## config.mk

```make
export PLATFORM = sky130hd
export DESIGN_NAME = fc3_argmax
export DESIGN_NICKNAME = d
export VERILOG_FILES = /design/src/rtl/fc3_argmax.sv
export SDC_FILE = /design/constraint.sdc
export NUM_CORES = 1
export LEC_CHECK = 0
export ABC_AREA = 1
export BUFFER_PORTS_ARGS = -buffer_cell sky130_fd_sc_hd__buf_2
export CORE_MARGIN = 2
export CORE_UTILIZATION = 55
export DETAILED_ROUTE_END_ITERATION = 8
export MAX_ROUTING_LAYER = met4
export PLACE_DENSITY = 0.9
export SLEW_MARGIN = 5
export SYNTH_ARGS = -nofsm -noshare
export SYNTH_HDL_FRONTEND = slang
export SYNTH_SLANG_ARGS = --single-unit
```

## constraint.sdc

```tcl
create_clock -name clk -period 5.4 [get_ports clk]
set_clock_uncertainty 0.05 [all_clocks]
set_input_delay 0.27 -clock clk [delete_from_list [all_inputs] [get_ports clk]]
set_output_delay 0.27 -clock clk [all_outputs]
set_load 0.01 [all_outputs]
```

## src/rtl/fc3_argmax.sv

```systemverilog
// Sequential argmax over the fc3 class scores: one vector per handshake, one score per clock.
// Optional tie flag output is enabled by defining FC3_ARGMAX_TIE_FLAG_EN.
module fc3_argmax #(
  parameter int WIDTH   = 8,
  parameter int Z_WIDTH = WIDTH*2+6,
  parameter int N_CLASS = 10,
  localparam int IDX_W  = $clog2(N_CLASS)
) (
  input  logic               clk,
  input  logic               rst,
  input  logic               in_valid,
  output logic               in_ready,
  input  logic [Z_WIDTH-1:0] z [N_CLASS],
  output logic               out_valid,
  input  logic               out_ready,
  output logic [IDX_W-1:0]   class_idx,
  output logic [Z_WIDTH-1:0] max_score
`ifdef FC3_ARGMAX_TIE_FLAG_EN
  ,output logic              tie
`endif
);

  typedef enum logic [1:0] {IDLE, SCAN, DONE} state_t;

  state_t             state_q, state_d;
  logic [Z_WIDTH-1:0] score_buf [N_CLASS];
  logic [Z_WIDTH-1:0] best_val;
  logic [IDX_W-1:0]   best_idx;
  logic [IDX_W-1:0]   ptr;
  logic               accept;
  logic               last;
  logic               greater;
`ifdef FC3_ARGMAX_TIE_FLAG_EN
  logic               tie_q;
`endif

  assign accept  = in_valid && (state_q == IDLE);
  assign last    = (ptr == IDX_W'(N_CLASS-1));
  assign greater = score_buf[ptr] > best_val;

  always_ff @(posedge clk or posedge rst) begin
    if (rst) state_q <= IDLE;
    else     state_q <= state_d;
  end

  // NOTE: state_d gets a default before the case so no path leaves it unassigned (no latch).
  always_comb begin
    state_d = state_q;
    unique case (state_q)
      IDLE:    if (in_valid)  state_d = SCAN;
      SCAN:    if (last)      state_d = DONE;
      DONE:    if (out_ready) state_d = IDLE;
      default:                state_d = IDLE;
    endcase
  end

  // NOTE: the score bank has no reset; it is always rewritten at accept before being read.
  always_ff @(posedge clk) begin
    if (accept) begin
      for (int i = 0; i < N_CLASS; i++) score_buf[i] <= z[i];
    end
  end

  always_ff @(posedge clk or posedge rst) begin
    if (rst) begin
      ptr      <= '0;
      best_val <= '0;
      best_idx <= '0;
    end else if (accept) begin
      ptr      <= IDX_W'(1);
      best_val <= z[0];
      best_idx <= '0;
    end else if (state_q == SCAN) begin
      // Strict compare keeps the lowest index on ties.
      if (greater) begin
        best_val <= score_buf[ptr];
        best_idx <= ptr;
      end
      ptr <= ptr + IDX_W'(1);
    end
  end

`ifdef FC3_ARGMAX_TIE_FLAG_EN
  always_ff @(posedge clk or posedge rst) begin
    if (rst) begin
      tie_q <= 1'b0;
    end else if (accept) begin
      tie_q <= 1'b0;
    end else if (state_q == SCAN) begin
      if (greater)                            tie_q <= 1'b0;
      else if (score_buf[ptr] == best_val)    tie_q <= 1'b1;
    end
  end

  assign tie = tie_q;
`endif

  assign in_ready  = (state_q == IDLE);
  assign out_valid = (state_q == DONE);
  assign class_idx = best_idx;
  assign max_score = best_val;

endmodule

```

==> results by stage <==
Run status:
- The flow ran to the end, and the final reports show no timing, DRC or antenna violations.

Critical path:
- The worst setup path is captured at a register.
- Data on the critical path arrives at its endpoint at 4.76 ns.
- The worst setup path is launched from a register.
- Among all stages on the critical path, the largest delay is contributed by sky130_fd_sc_hd__dfrtp_4.
- The setup check on the worst reg-to-reg path leaves a slack of about 1.0 ns.
- The worst flop-to-flop path startpoint is ptr[0].
- The largest fanout on the critical path is 73.
- The cell repeated most along the worst path is sky130_fd_sc_hd__nand2_1.
- Counting both buffers and inverters, the worst setup path holds a total of 2.
- The number of cells on the worst reg-to-reg path is 20.
- On the worst path, the slowest cell contributes a delay of 0.74 ns.
- The required time of the worst setup path is between 5 and 6 ns.
- The endpoint identified for the worst register-to-register timing path is max_score[11].
- Traced cell by cell, the critical path runs through inv_2 -> buf_4 -> nand2_1 -> nand2_1 -> nand2_1 -> o21ai_1 -> nand2_1 -> nand3_1 -> and2_1 -> ha_1 -> nand2_2 -> nor2_4 -> o21ai_0 -> nand2_1 -> nor2_1 -> nand3_2 -> nand2_4 -> nand2_4 -> nand2_1 -> nand2_1.
- The critical path in this run is classified as register to register.
- On the critical path the largest part of the delay comes from simple AND/OR/NAND/NOR gates.

Die:
- The starting density of the core is 0.556.
- Measured along the x axis, the die boundary spans 149 um.
- The floorplan has between 50 and 60 rows.
- The total die area is roughly 0.022 mm^2.
- The top-level I/O count is 252.
- The die extent in y is between 100 and 150 um.
- The core region is 0.0208 mm^2.

Synthesis:
- The number of nets handed over by synthesis was roughly 1.4k.
- For this run, the number of Yosys warnings is 0.
- Counting flops and latches in the post-synthesis netlist gives roughly 250.
- After technology mapping, the gate count stands at between 1k and 1.5k.
- The proportion of synthesized chip area in sequential cells is 0.640.
- Summing every instance area after synthesis gives ~0.012 mm^2.
- The mean area per synthesized cell is 9.96 um^2.
- The netlist uses 30 different library cells.

CTS:
- Once the clock tree was built, the setup fixing pass inserted 0 buffers.
- The clock sink count is about 250.
- In this run the number of H-tree levels came out at 1.
- Clock-pin slew was measured on the worst setup and hold paths at roughly 0.06 ns.
- CTS placed an instance of sky130_fd_sc_hd__clkbuf_16 at the clock tree root.
- The deepest clock path buffer count is 3.
- The clock latency at the later pin of the worst-skew pair is between 0.5 and 0.6 ns.
- Post-CTS repair changed the size of 0 cells.
- TritonCTS built the clock tree.
- Clock tree synthesis inserted a total of 26 buffers.
- Hold repair after CTS inserted 221 buffers.

Global route:
- The pin count of the biggest net entering global routing is ~180.
- The initial antenna violation count is 0.
- The first global-routing pass estimated between 50 and 60 mm of wire.
- The total routing resource utilization after global routing is 0.351.
- The number of global-route vias before repair is approximately 11k.
- The global-route congestion overflow total is 0.

Place:
- The global placement routability congestion is 0.918.
- After detailed placement, the total cell area comes to 0.0129 mm^2.
- The detailed-placement wirelength estimate is ~20 mm.
- Input and output buffers added on the ports amount to 251.
- The number of placed instances, taps included is ~1.6k.

Timing:
- The max-slew headroom at the worst pin is 0.135.
- Setup repair after global routing left no endpoint under its margin.
- The highest clock rate is between 0.2 and 0.25 GHz.
- Dividing the final minimum period by the clock period gives 0.814.
- After routing, the total negative slack on setup checks comes to 0 ns.
- The post-layout minimum cycle time is around 4.4 ns.
- The count of final hold-check violations is 0.
- The measured slew at the worst slew-check pin is 1.30 ns.
- The final setup violation count is 0.
- The number of max-slew violations in the final report was 0.

Worst hold path:
- The source of the worst hold timing path is out_ready.
- The hold-critical path endpoint is state_q[1].
- Counting instances, the worst hold path has a depth of 4.
- The class of the tightest hold or removal check is primary input to register.

Flow run:
- The max capacitance violation total is 0.

Power:
- The ratio of total power to cell area is around 520 mW/mm^2.
- The leakage power is 7.36 nW.
- IR analysis of the VDD net gives a maximum drop of between 400 and 500 uV.

Final layout:
- In the layout the commonest cells are 439 x sky130_fd_sc_hd__nand2_1, 251 x sky130_fd_sc_hd__buf_2, 221 x sky130_fd_sc_hd__dlygate4sd3_1.
- The final instance area is 0.0160 mm^2.
- The library cell used most frequently in the layout, excluding fill and tap cells, is sky130_fd_sc_hd__nand2_1.
- After the last flow step, the layout net total stands at between 1.5k and 2k.
- 0 antenna diodes ended up in the layout.
- Excluding fillers, the count of instances in the completed layout stands at approximately 1.9k.
- The layout overhead on the synthesized area is 37.8%.
- In the final layout, the share of cells above drive strength 1 is 0.191.

Routing:
- The final layout contains routed wiring with a total length of 37.9 mm.
- The via count of the routed design is 10.4k.
- After the first detailed-routing iteration, the DRC count stood at about 1.1k.
- After detailed routing, the average wire length per cell comes to around 20 um.
- After detailed routing, the number of vias per cell comes to ~5.5.
- The remaining routing DRC violations is 0.
- For this run, the detailed router's first-pass iteration total came to 8.
- The number of nets still failing antenna checks after routing is 0.
[worst max path at each step]
stage / from / end / cells past startpoint
finish: ptr[0] / max_score[11] / 20
floorplan: state_q[0] / score_buf[0][0] / 4
global placement: ptr[0] / max_score[1] / 19
global route: ptr[0] / max_score[11] / 17
detailed placement: ptr[0] / max_score[6] / 20
CTS: ptr[0] / max_score[5] / 20
[stage by stage]
step	setup WS (ns)	hold WS (ns)	power (mW)	utilization
floorplan	1.24	0.319	5.44	-
global placement	1.37	0.337	6.06	0.620
detailed placement	1.19	0.348	6.22	0.620
CTS	1.19	0.0251	8.14	0.767
global route	0.673	0.0692	8.85	0.767
finish	1.01	0.0756	8.35	0.767
[power breakdown]
| part | internal (mW) | switching [mW] | leakage (nW) |
|---|---|---|---|
| sequential | 2.63 | 0.260 | 2.43 |
| clock | 1.06 | 0.771 | 0.419 |
| combinational | 1.22 | 2.42 | 4.52 |
[logic make-up (layout without fill, tap and decap cells)]
| logic type | after synthesis | count (layout) | share of synthesized area |
|---|---|---|---|
| buffers and inverters | 185 | 659 | 0.0735 |
| flip-flops | 252 | 252 | 0.640 |
| XOR/XNOR | 1 | 1 | 0.000756 |
| AND/OR/NAND/NOR | 665 | 665 | 0.244 |
| AO/OA/AOI/OAI | 36 | 36 | 0.0165 |
| adder cells (fa/ha/maj) | 24 | 24 | 0.0259 |
[cell type report]
class                   count  area [um^2]
repair buffers            481         3540
multi-input cells         726         3320
clock inverters            17          160
well taps                 275          344
fillers                  1283         4860
flip-flops and latches    252         7410
clock buffers              31          691
inverters                 130          495
[tightest hold or removal path: stages]
cell and delay [ns]:
sky130_fd_sc_hd__buf_2 0.08, sky130_fd_sc_hd__inv_1 0.06, sky130_fd_sc_hd__nand2_1 0.10, sky130_fd_sc_hd__o21ai_0 0.09
[synthesized netlist by cell type, drive strengths merged]
cell type    n  area, um^2
and3         1        6.26
clkbuf      11        41.3
a21oi        5        25.0
o21bai       2        15.0
a21o         1        7.51
nand2      444        1690
dfrtp       32         801
o22ai        3        18.8
inv        130         488
nand4        1        6.26
buf         44         322
nor2        34         138
edfxtp     220        6610
ha          24         300
and2        21         131
o21ai       25         125
nand3      142         716
xnor2        1        8.76
or2         22         138
[registers in the layout (all words and copies together) (netlist names)]
register	count
max_score	22
class_idx	4
score_buf	220
ptr	4
state_q	2
[metal layers]
layer / part of all wire / wire, um / up-vias / GRT usage
met5: 0 / 0 / - / -
met4: 0.084 / 3170 / 0 / 0.239
met3: 0.088 / 3340 / 213 / 0.0645
met2: 0.48 / 18300 / 749 / 0.583
met1: 0.34 / 13000 / 4799 / 0.385
li1: - / - / 4678 / -
Power figures use the tool's default switching activity.
